<file path="src/rtl/axi_lite_sched_pkg.sv">
// axi_lite_sched_pkg - shared types and round-robin helper for the AXI-Lite transaction scheduler.
// Rev 1.0
`default_nettype none

package axi_lite_sched_pkg;

  localparam int MAX_MASTERS = 8;
  localparam int IDX_MAX_W   = $clog2(MAX_MASTERS);

  typedef enum logic [1:0] {
    IDLE = 2'd0,
    ADDR = 2'd1,
    RESP = 2'd2
  } sched_state_e;

  typedef struct packed {
    logic                 found;
    logic [IDX_MAX_W-1:0] idx;
  } rr_pick_t;

  // First requester strictly after last_idx, wrapping modulo num.
  function automatic rr_pick_t rr_pick(
    input logic [MAX_MASTERS-1:0] req,
    input logic [IDX_MAX_W-1:0]   last_idx,
    input int                     num
  );
    rr_pick_t res;
    int       cand;
    res = '0;
    for (int k = 1; k <= MAX_MASTERS; k++) begin
      cand = (int'(last_idx) + k) % num;
      if (k <= num && !res.found && req[cand[IDX_MAX_W-1:0]]) begin
        res.found = 1'b1;
        res.idx   = cand[IDX_MAX_W-1:0];
      end
    end
    return res;
  endfunction

endpackage

`default_nettype wire

</file>
<file path="src/rtl/axi_lite_sched_engine.sv">
// axi_lite_sched_engine - one transaction engine (IDLE/ADDR/RESP) with round-robin pointer and
// optional response timer (AXI_LITE_SCHED_TIMEOUT_EN). Rev 1.0
`default_nettype none

module axi_lite_sched_engine
  import axi_lite_sched_pkg::*;
#(
  parameter int NUM_MASTERS    = 2,
`ifdef AXI_LITE_SCHED_TIMEOUT_EN
  parameter int TIMEOUT_CYCLES = 256,
`endif
  parameter int IDX_W          = 1
) (
  input  logic                   clk,
  input  logic                   rst,
  input  logic [NUM_MASTERS-1:0] req,
  input  logic                   addr_hs,
  input  logic                   resp_hs,
  output logic [NUM_MASTERS-1:0] gnt,
  output logic                   gnt_vld,
  output logic [IDX_W-1:0]       gnt_idx,
  output logic                   timeout
);

  sched_state_e           state, state_n;
  logic [NUM_MASTERS-1:0] gnt_n;
  logic                   vld_n;
  logic [IDX_W-1:0]       idx_n;
  logic [IDX_W-1:0]       last_idx, last_n;
  rr_pick_t               pick;
  logic                   expire;

`ifdef AXI_LITE_SCHED_TIMEOUT_EN
  localparam int CNT_W = $clog2(TIMEOUT_CYCLES + 1);
  logic [CNT_W-1:0] cnt;
  logic             timeout_n;

  // Counter sits at zero in IDLE, so it starts from zero on every ADDR entry.
  always_ff @(posedge clk or posedge rst) begin
    if (rst)                cnt <= '0;
    else if (state == IDLE) cnt <= '0;
    else                    cnt <= cnt + 1'b1;
  end

  assign expire = (state != IDLE) && (cnt == CNT_W'(TIMEOUT_CYCLES - 1));

  always_ff @(posedge clk or posedge rst) begin
    if (rst) timeout <= 1'b0;
    else     timeout <= timeout_n;
  end
`else
  assign expire  = 1'b0;
  assign timeout = 1'b0;
`endif

  always_ff @(posedge clk or posedge rst) begin
    if (rst) begin
      state    <= IDLE;
      gnt      <= '0;
      gnt_vld  <= 1'b0;
      gnt_idx  <= '0;
      last_idx <= IDX_W'(NUM_MASTERS - 1);
    end else begin
      state    <= state_n;
      gnt      <= gnt_n;
      gnt_vld  <= vld_n;
      gnt_idx  <= idx_n;
      last_idx <= last_n;
    end
  end

  always_comb begin
    state_n = state;
    gnt_n   = gnt;
    vld_n   = gnt_vld;
    idx_n   = gnt_idx;
    last_n  = last_idx;
`ifdef AXI_LITE_SCHED_TIMEOUT_EN
    timeout_n = 1'b0;
`endif
    pick    = rr_pick(MAX_MASTERS'(req), IDX_MAX_W'(last_idx), NUM_MASTERS);

    case (state)
      IDLE: begin
        if (pick.found) begin
          state_n = ADDR;
          vld_n   = 1'b1;
          idx_n   = IDX_W'(pick.idx);
          gnt_n   = NUM_MASTERS'(1) << pick.idx;
        end
      end
      ADDR: begin
        if (addr_hs) state_n = RESP;
      end
      RESP: begin
        if (resp_hs) begin
          state_n = IDLE;
          gnt_n   = '0;
          vld_n   = 1'b0;
          last_n  = gnt_idx;
        end
      end
      default: state_n = IDLE;
    endcase

    // A response landing on the expiry cycle wins over the timeout.
    if (expire && !(state == RESP && resp_hs)) begin
      state_n = IDLE;
      gnt_n   = '0;
      vld_n   = 1'b0;
      last_n  = gnt_idx;
`ifdef AXI_LITE_SCHED_TIMEOUT_EN
      timeout_n = 1'b1;
`endif
    end
  end

endmodule

`default_nettype wire

</file>
<file path="src/rtl/axi_lite_txn_sched.sv">
// axi_lite_txn_sched - independent write/read round-robin transaction schedulers for a shared
// AXI-Lite slave; timeout enabled by AXI_LITE_SCHED_TIMEOUT_EN. Rev 1.0
`default_nettype none

module axi_lite_txn_sched
  import axi_lite_sched_pkg::*;
#(
  parameter int NUM_MASTERS    = 2,
  parameter int TIMEOUT_CYCLES = 256,
  parameter int IDX_W          = (NUM_MASTERS > 2) ? $clog2(NUM_MASTERS) : 1
) (
  input  logic                   clk,
  input  logic                   rst,
  input  logic [NUM_MASTERS-1:0] wr_req,
  input  logic [NUM_MASTERS-1:0] rd_req,
  input  logic                   aw_hs,
  input  logic                   b_hs,
  input  logic                   ar_hs,
  input  logic                   r_hs,
  output logic [NUM_MASTERS-1:0] wr_gnt,
  output logic                   wr_gnt_vld,
  output logic [IDX_W-1:0]       wr_gnt_idx,
  output logic [NUM_MASTERS-1:0] rd_gnt,
  output logic                   rd_gnt_vld,
  output logic [IDX_W-1:0]       rd_gnt_idx,
  output logic                   wr_timeout,
  output logic                   rd_timeout
);

  generate
    if (NUM_MASTERS < 2 || NUM_MASTERS > MAX_MASTERS) begin : g_bad_num_masters
      $error("axi_lite_txn_sched: NUM_MASTERS must be in 2..8");
    end
    if (TIMEOUT_CYCLES < 2) begin : g_bad_timeout
      $error("axi_lite_txn_sched: TIMEOUT_CYCLES must be >= 2");
    end
  endgenerate

  axi_lite_sched_engine #(
    .NUM_MASTERS    (NUM_MASTERS),
`ifdef AXI_LITE_SCHED_TIMEOUT_EN
    .TIMEOUT_CYCLES (TIMEOUT_CYCLES),
`endif
    .IDX_W          (IDX_W)
  ) u_wr_engine (
    .clk     (clk),
    .rst     (rst),
    .req     (wr_req),
    .addr_hs (aw_hs),
    .resp_hs (b_hs),
    .gnt     (wr_gnt),
    .gnt_vld (wr_gnt_vld),
    .gnt_idx (wr_gnt_idx),
    .timeout (wr_timeout)
  );

  axi_lite_sched_engine #(
    .NUM_MASTERS    (NUM_MASTERS),
`ifdef AXI_LITE_SCHED_TIMEOUT_EN
    .TIMEOUT_CYCLES (TIMEOUT_CYCLES),
`endif
    .IDX_W          (IDX_W)
  ) u_rd_engine (
    .clk     (clk),
    .rst     (rst),
    .req     (rd_req),
    .addr_hs (ar_hs),
    .resp_hs (r_hs),
    .gnt     (rd_gnt),
    .gnt_vld (rd_gnt_vld),
    .gnt_idx (rd_gnt_idx),
    .timeout (rd_timeout)
  );

endmodule

`default_nettype wire

</file>
<file path="config.mk">
export PLATFORM = sky130hd
export DESIGN_NAME = axi_lite_txn_sched
export DESIGN_NICKNAME = d
export VERILOG_FILES = /design/src/rtl/axi_lite_sched_pkg.sv /design/src/rtl/axi_lite_sched_engine.sv /design/src/rtl/axi_lite_txn_sched.sv
export SDC_FILE = /design/constraint.sdc
export NUM_CORES = 1
export LEC_CHECK = 0
export CORE_MARGIN = 2
export CORE_UTILIZATION = 46
export DETAILED_ROUTE_END_ITERATION = 7
export PLACE_DENSITY = 0.87
export SLEW_MARGIN = 20
export SYNTH_ARGS = -nofsm -noshare
export SYNTH_HDL_FRONTEND = slang
export SYNTH_SLANG_ARGS = --single-unit
</file>
<file path="constraint.sdc">
create_clock -name clk -period 2.35 [get_ports clk]
set_clock_uncertainty 0.1 [all_clocks]
set_input_delay 0.47 -clock clk [delete_from_list [all_inputs] [get_ports clk]]
set_output_delay 0.47 -clock clk [all_outputs]
set_load 0.05 [all_outputs]
</file>
# After elaboration in Yosys (flattened, before gate mapping)

Cells that the tools add are included.

Logic and storage cells: 80
Output and inout port bits: 10
Register bits: 14

Equal/unequal tests: 10
Add/sub/neg operators: 4
$lt $le $gt $ge: 4
Bitwise operators: 4
Reductions and logical operators: 16
Mux-type cells: 30
Shift-type cells: 2

Operator list:

| operator                                                                | count |
|---|---|
| 3-bit by 4-bit < comparator with 1-bit output, second input constant    | 4 |
| 2-bit 2-to-1 mux                                                        | 8 |
| 4-bit 2-to-1 mux                                                        | 4 |
| 2-bit one-hot mux with 3 select lines                                   | 2 |
| 3-bit AND reduction                                                     | 4 |
| 1-bit binary-select mux with 2-bit select                               | 4 |
| 1-bit 2-to-1 mux                                                        | 8 |
| 2-bit inequality test, second input constant                            | 4 |
| 2-bit one-hot mux with 2 select lines                                   | 2 |
| 2-bit AND reduction                                                     | 4 |
| 1-bit by 3-bit << shifter with 2-bit output, first input constant       | 2 |
| 1-bit adder, second input constant                                      | 4 |
| 1-bit AND, first input constant                                         | 4 |
| 2-bit by 1-bit == test with 1-bit output, second input constant         | 2 |
| 2-bit == test, second input constant                                    | 2 |
| 2-bit logical NOT                                                       | 2 |
| 2-bit by 1-bit inequality test with 1-bit output, second input constant | 2 |
| 1-bit one-hot mux with 2 select lines                                   | 2 |
| 2-bit nonzero test                                                      | 2 |
| 1-bit logical AND                                                       | 2 |
| 1-bit logical NOT                                                       | 2 |

# Logic depth before layout (Yosys ltp)

Gate-level depths: netlist (run 1).

Depth in word-level cells: 11
Depth in mapped cells: 3

# Hierarchy

Synthesis (run 1) repeated with hierarchy kept, for this count alone.

Cells, all modules: 70
Area, all modules: 695.7 µm²

By module, submodules not included:

| module                | cells an instance | seq. area each (µm²) | instances | area each (µm²) |
|---|---|---|---|---|
| axi_lite_sched_engine | 35                | 176.4                | 2         | 347.8 |

# Least setup slack after synthesis (run 1)

No wires, ideal clock.

Path kind: register to register
From: reg u_wr_engine.state[1]
To: reg u_wr_engine.gnt[1]
Arrival: 1.055 ns
Cell stages (with the launch flop): 4
Path buffers: 0
Required time: 2.128 ns
Setup slack: 1.073 ns
Cells stage by stage: dfrtp_1 > nor2b_1 > or3_1 > a32o_1

Longest elaborated chain between the ends: 3
Elaborated cells on any way between the ends: 7
Classes of those cells: eq/ne (3); mux (1); reduce/logical (3)

Ends and longest elaborated chain:

| item                                                           | RTL line                    | source |
|---|---|---|
| from (decl)                                                    | axi_lite_sched_engine.sv:25 | `sched_state_e state, state_n;` |
| from (signal assigned)                                         | axi_lite_sched_engine.sv:64 | `state <= state_n;` |
| 2-bit == test / 2-bit logical NOT (equally long branches)      | -                           |  |
| 2-bit inequality test (no source line) (tied with other cells) | -                           |  |
| 3-bit AND reduction (no source line)                           | -                           |  |
| to (signal assigned)                                           | axi_lite_sched_engine.sv:65 | `gnt <= gnt_n;` |
| to (decl)                                                      | axi_lite_sched_engine.sv:19 | `output logic [NUM_MASTERS-1:0] gnt,` |

Parallel ways exist; a longest one is shown, timed or not.
A chain may end at the register's enable or synchronous reset.

# Final worst setup path (run 1)

From: reg u_wr_engine.gnt_idx
To: out wr_gnt_idx

RTL lines:

| item                   | RTL line                    | source |
|---|---|---|
| from (decl)            | axi_lite_sched_engine.sv:21 | `output logic [IDX_W-1:0] gnt_idx,` |
| from (signal assigned) | axi_lite_sched_engine.sv:67 | `gnt_idx <= idx_n;` |
| to (decl)              | axi_lite_txn_sched.sv:22    | `output logic [IDX_W-1:0] wr_gnt_idx,` |

No word-level cell between the ends.

==> summary.md, run 1 <==
| Metric | Value |
|---|---|
| Reg2Reg Depth | 3 |
| RSZ-0062 raised after global routing | false |
| Worst EP required | 1.78 ns |
| Largest net degree at the start of global routing | 15 |
| Final period utilization | 0.863 |
| Worst-path clk slew | 0.07 ns |
| Post-CTS setup buffer count | 0 |
| Post-synthesis register bit count | 14 |
| Fin. max-slew vios | 0 |
| Root Buffer | clkbuf_4 |
| Wire per inst | 11.6 um |
| Pleak | 0.357 nW |
| CTS tree | built |
| Top delay family on crit path | buffers and inverters |
| Area Growth Syn to Fin | 33.4% |
| Worst hold path depth | 1 |
| CP max stage delay | 0.81 ns |
| Row count | 13 |
| Post-synth EDFFs | 0 |
| Initial antenna violation count | 0 |
| Vias per inst | 5.27 |
| Clock Latency Late Sink | 0.26 ns |
| Crit-path max FO | 3 |
| R2R setup slack | 0.96 ns |
| Final Hold Fails | 0 |
| First-pass GRT wire length | 1.69 mm |
| Run status | completed |
| Synth Area in Compound Gates | 0.148 |
| Remaining Overflow, GRT | 0 |
| Crit path time final | 2.03 ns |
| Slew margin rel. | 0.649 |
| CP Launch Type | register |
| Storage cell area | 353 um^2 |
| Syn avg cell area | 10.9 um^2 |
| Post-Synth Adder-Cell Area | 0 |
| Die Wd | 40.4 um |
| Final WS setup | 0.323 ns |
| Mux contribution to synthesized area | 0.0553 |
| Multi-input gate area | 235 um^2 |
| Min-Delay Startpoint | u_wr_engine.gnt[0] |
| # diodes | 0 |
| HP Class | register to register |
| Gate Count Post-Synth | 56 |
| Routed Antenna Nets | 0 |
| Via count | 480 |
| Post-CTS sizing | 0 |
| Simple-Gate Fraction of Synth Area | 0.170 |
| CTS Buf Count | 3 |
| Ys flop type | dfrtp_1 |
| Met1 Track Usage GR | 0.189 |
| Starting Density | 0.481 |
| Placer Congestion | 0.753 |
| Die area | 0.00163 mm^2 |
| Gr busiest metal | met2 |
| DRT iter0 DRCs | 11 |
| CORE AREA | 0.00127 mm^2 |
| Hold Path Sink | u_wr_engine.gnt[0] |
| XOR/XNOR share of the synthesized area | 0 |
| Peak VDD IR | 0.655 mV |
| Ys async rst share | 1.00 |
| Crit end category | primary output |
| DP Worst Slack | 0.418 ns |
| GR Layer Usage met3 | 0.0333 |
| Largest family of logic cells by synthesized area | simple AND/OR/NAND/NOR gates |
| H-tree depth | 1 |
| Synthesized cell area | 611 um^2 |
| Critical Setup Path Class | register to primary output |
| Sequential area share after synthesis | 0.578 |
| Area contributors post-synth | dfrtp_1 (49%), dfstp_2 (8.6%), mux2_2 (5.5%) |
| CTS Buffer Depth | 2 |
| Fraction of final layout cells with drive strength greater than 1 | 0.118 |
| Distinct cells, synth | 24 |
| DP Wirelength | 822 um |
| Worst Path Arrival | 1.46 ns |
| Slew @ Worst Pin | 0.521 ns |
| Worst R2R Start | u_wr_engine.state[1] |
| Fillcell total | 121 |
| Pre-Repair DR Iteration Count | 3 |
| Largest area contributor in the netlist | dfrtp_1 |
| GRT Total Usage | 0.161 |
| Setup Total Neg Slack | 0 ns |
| Slowest cell on the critical path | clkdlybuf4s50_1 |
| DR DRC count | 0 |
| Reg2reg end | u_wr_engine.gnt[1] |
| Max-cap check violation count | 0 |
| WL final | 1.06 mm |
| Sink Count | 14 |
| IO Port Bufs | 17 |
| WP buf/inv | 1 |
| Die height | 40.4 um |
| PwrDens | 1520 mW/mm^2 |
| Hold buffer count at cts | 0 |
| NumNets Final | 87 |
| IO Pins | 20 |
| Vias in the first global route | 424 |
| Setup violators final | 0 |
| Met2 Resource Use GR | 0.278 |
| Fmax | 493 MHz |
| Yosys top cell area share | 0.492 |
| Cell-by-cell trace of the critical path | clkdlybuf4s50_1 |
| YS warnings | 0 |
[flip-flops by register name (all words and copies together) (netlist names)]
register / cells
u_wr_engine.gnt_idx: 1
u_wr_engine.gnt: 2
u_rd_engine.gnt: 2
u_rd_engine.gnt_idx: 1
u_rd_engine.gnt_vld: 1
u_rd_engine.state: 2
u_wr_engine.state: 2
u_wr_engine.last_idx: 1
u_wr_engine.gnt_vld: 1
u_rd_engine.last_idx: 1
[routing by layer]
| metal | vias up | wire [um] |
|---|---|---|
| li1 | 237 | - |
| met1 | 226 | 453 |
| met2 | 15 | 529 |
| met3 | 2 | 68 |
| met4 | 0 | 6 |
| met5 | - | 0 |
[cells in the final DEF, fill, tap and decap left out, drive strengths merged]
cell type,n
o22ai,1
nor2,4
mux2,3
nor2b,1
or3,1
a21o,1
a211oi,1
nor3,2
a32o,2
nand2b,3
nand3b,2
and3,1
clkbuf,4
and2b,1
conb,2
clkdlybuf4s50,17
dfstp,2
a21oi,2
a2bb2oi,1
a31oi,1
a31o,1
nand2,5
inv,3
o21ai,3
dfrtp,12
[report_power, final]
part	total (mW)	internal, mW	switching, mW
Combinational	0.636	0.257	0.380
Clock	0.130	0.0655	0.0642
Sequential	0.470	0.372	0.0985
Total	1.24	0.694	0.542
[through the flow]
| step | hold slack, ns | std cells | power [mW] | cell area (um^2) | utilization |
|---|---|---|---|---|---|
| 2_1_floorplan | 0.258 | 57 | 0.905 | 614 | - |
| 3_3_place_gp | 0.365 | 87 | 1.10 | 788 | 0.621 |
| 3_5_place_dp | 0.387 | 87 | 1.11 | 788 | 0.621 |
| 4_1_cts | 0.403 | 91 | 1.25 | 815 | 0.642 |
| 5_1_grt | 0.427 | 91 | 1.32 | 815 | 0.642 |
| 6_report | 0.394 | 91 | 1.24 | 815 | 0.642 |
[synth_stat cells, types with 2 or more instances]
| cell type | instances |
|---|---|
| nor2_1 | 4 |
| a21oi_1 | 2 |
| dfstp_2 | 2 |
| inv_1 | 3 |
| dfrtp_1 | 12 |
| nand2_1 | 5 |
| o21ai_0 | 3 |
| buf_4 | 2 |
| nand2b_1 | 3 |
| nor3_1 | 2 |
| nand3b_1 | 2 |
| mux2_2 | 3 |
| a32o_1 | 2 |
[how the worst max path moves through the flow]
stage                         start                 end  slack, ns  depth (start not counted)
2_1_floorplan  u_wr_engine.state[1]  u_wr_engine.gnt[1]       1.07                          3
3_3_place_gp              wr_req[1]  u_wr_engine.gnt[0]       0.48                          4
3_5_place_dp              wr_req[1]  u_wr_engine.gnt[1]       0.42                          4
4_1_cts         u_wr_engine.gnt_idx          wr_gnt_idx       0.32                          1
5_1_grt         u_wr_engine.gnt_vld          wr_gnt_vld       0.27                          1
6_report        u_wr_engine.gnt_idx          wr_gnt_idx       0.32                          1
[kinds of logic (layout without fill, tap and decap cells)]
group,after synthesis,count (layout)
compound gates,13,13
flops,14,14
mux,3,3
other cells,1,2
simple gates,20,20
buf+inv,5,24
[layout make-up]
class / instances / share of cell area
Clock buffer: 4 / 0.0323
Multi-Input combinational cell: 38 / 0.289
Timing Repair Buffer: 17 / 0.209
Tap cell: 15 / 0.0230
Inverter: 3 / 0.0138
Sequential cell: 14 / 0.433
No activity file was read; power rests on OpenSTA's default activity.
==> run 2: changes to the inputs <==
Settings changed: REMOVE_ABC_BUFFERS set to 1.
==> summary.md, run 2 (synthesis gave the netlist of run 1 again) <==
| Metric | Value |
|---|---|
| Internal power | 0.723 mW |
| Fraction of final layout cells with drive strength greater than 1 | 0.132 |
| Hold Slack | 0.390 ns |
| CTS Buffer Depth | 2 |
| Crit end category | primary output |
| Worst EP required | 1.78 ns |
| Fin. max-slew vios | 0 |
| Top delay family on crit path | buffers and inverters |
| CTS tree | built |
| GRT Total Usage | 0.154 |
| Largest net degree at the start of global routing | 15 |
| Clock power frac | 0.138 |
| Sink Count | 14 |
| Crit path time final | 2.04 ns |
| Peak VDD IR | 0.677 mV |
| Slowest cell on the critical path | clkdlybuf4s50_1 |
| CP Launch Type | register |
| Final Hold Fails | 0 |
| NetSw | 0.557 mW |
| Crit-path max FO | 3 |
| Met2 routed WL | 508 um |
| Critical Setup Path Class | register to primary output |
| DP Wirelength | 784 um |
| Worst-path clk slew | 0.09 ns |
| Fin area | 825 um^2 |
| Remaining Overflow, GRT | 0 |
| RSZ-0062 raised after global routing | false |
| Pre-Repair DR Iteration Count | 4 |
| H-tree depth | 1 |
| Initial antenna violation count | 0 |
| Routed Antenna Nets | 0 |
| Max-cap check violation count | 0 |
| Hold buffer count at cts | 0 |
| CORE AREA | 0.00127 mm^2 |
| WL met1 | 554 um |
| Met3 WL | 33 um |
| Fmax | 490 MHz |
| Sw Share | 0.435 |
| IO Port Bufs | 17 |
| Post-layout util | 0.650 |
| PwrDens | 1550 mW/mm^2 |
| Slew @ Worst Pin | 0.498 ns |
| HP Class | register to register |
| Tot Pwr | 1.28 mW |
| Most frequent cells in the layout | clkdlybuf4s50_1 (17), dfrtp_1 (12), nand2_1 (5), nor2_1 (4) |
| Row count | 13 |
| Via count | 471 |
| Starting Density | 0.481 |
| Vias per inst | 5.18 |
| CP max stage delay | 0.82 ns |
| NumNets Final | 87 |
| Setup Total Neg Slack | 0 ns |
| Comb pwr share | 0.499 |
| Wire per inst | 12.0 um |
| WP buf/inv | 1 |
| WL final | 1.10 mm |
| DP Area | 788 um^2 |
| Most common cell after layout, fill and taps aside | clkdlybuf4s50_1 |
| Setup violators final | 0 |
| Final period utilization | 0.869 |
| Area Growth Syn to Fin | 35.0% |
| Pleak | 0.363 nW |
| Post-CTS setup buffer count | 0 |
| Die area | 0.00163 mm^2 |
| Uppermost layer routed | met3 |
| DR DRC count | 0 |
| IO Pins | 20 |
| Cell-by-cell trace of the critical path | clkdlybuf4s50_1 |
| Clock Latency Late Sink | 0.28 ns |
| Placer Congestion | 0.835 |
| Post-CTS sizing | 0 |
| Slew margin rel. | 0.664 |
| DRT iter0 DRCs | 9 |
| Root Buffer | clkbuf_4 |
| Run status | completed |
| Worst Path Arrival | 1.47 ns |
| First-pass GRT wire length | 1.66 mm |
| Register share of total power | 0.363 |
| CTS Buf Count | 3 |
| # diodes | 0 |
| Vias in the first global route | 399 |
| Die Wd | 40.4 um |
| Die height | 40.4 um |
[run 2: routing by layer]
metal  up-vias  global-route usage
met4         0               0.100
met5         -                   0
met3         0              0.0167
li1        235                   -
met2         9               0.202
met1       227               0.235
[run 2: worst reg2reg max path, stage by stage, from the launching register on]
cell and delay [ns]:
dfrtp_1 0.46, nor2b_1 0.17, or3_1 0.35, a32o_1 0.22
[run 2: power by group through the flow]
stage               sequential (mW)  combinational, mW  clock [mW]
finish                        0.464              0.638       0.177
global route                  0.481              0.679       0.187
CTS                           0.462              0.641       0.181
detailed placement            0.467              0.640           0
global placement              0.466              0.629           0
floorplan                     0.683              0.219           0
[run 2: worst paths after layout]
| kind | startpoint | endpoint | slack (ns) | cells after the start |
|---|---|---|---|---|
| min in group asynchronous | rst | u_rd_engine.state[1] | 0.41 | 2 |
| max | u_rd_engine.gnt_idx | rd_gnt_idx | 0.31 | 1 |
| min | u_rd_engine.gnt_vld | u_rd_engine.gnt_vld | 0.39 | 2 |
| min reg2reg | u_rd_engine.gnt_vld | u_rd_engine.gnt_vld | 0.39 | 2 |
| max reg2reg | u_wr_engine.state[1] | u_wr_engine.gnt[1] | 0.95 | 3 |
| max in group asynchronous | rst | u_wr_engine.last_idx | 1.38 | 2 |
[run 2: cell type report]
class | instances | area [um^2]
clock buffer | 4 | 36.3
fill | 97 | 444
inverter | 3 | 11.3
multi-input combinational | 38 | 235
sequential | 14 | 353
tap | 15 | 18.8
timing repair buffer | 17 | 170
[run 2: per-stage QoR]
stage | setup WS, ns | instances
final | 0.309 | 91
after global routing | 0.265 | 91
after CTS | 0.305 | 91
after detailed placement | 0.422 | 87
after global placement | 0.465 | 87
after floorplan | 1.07 | 55
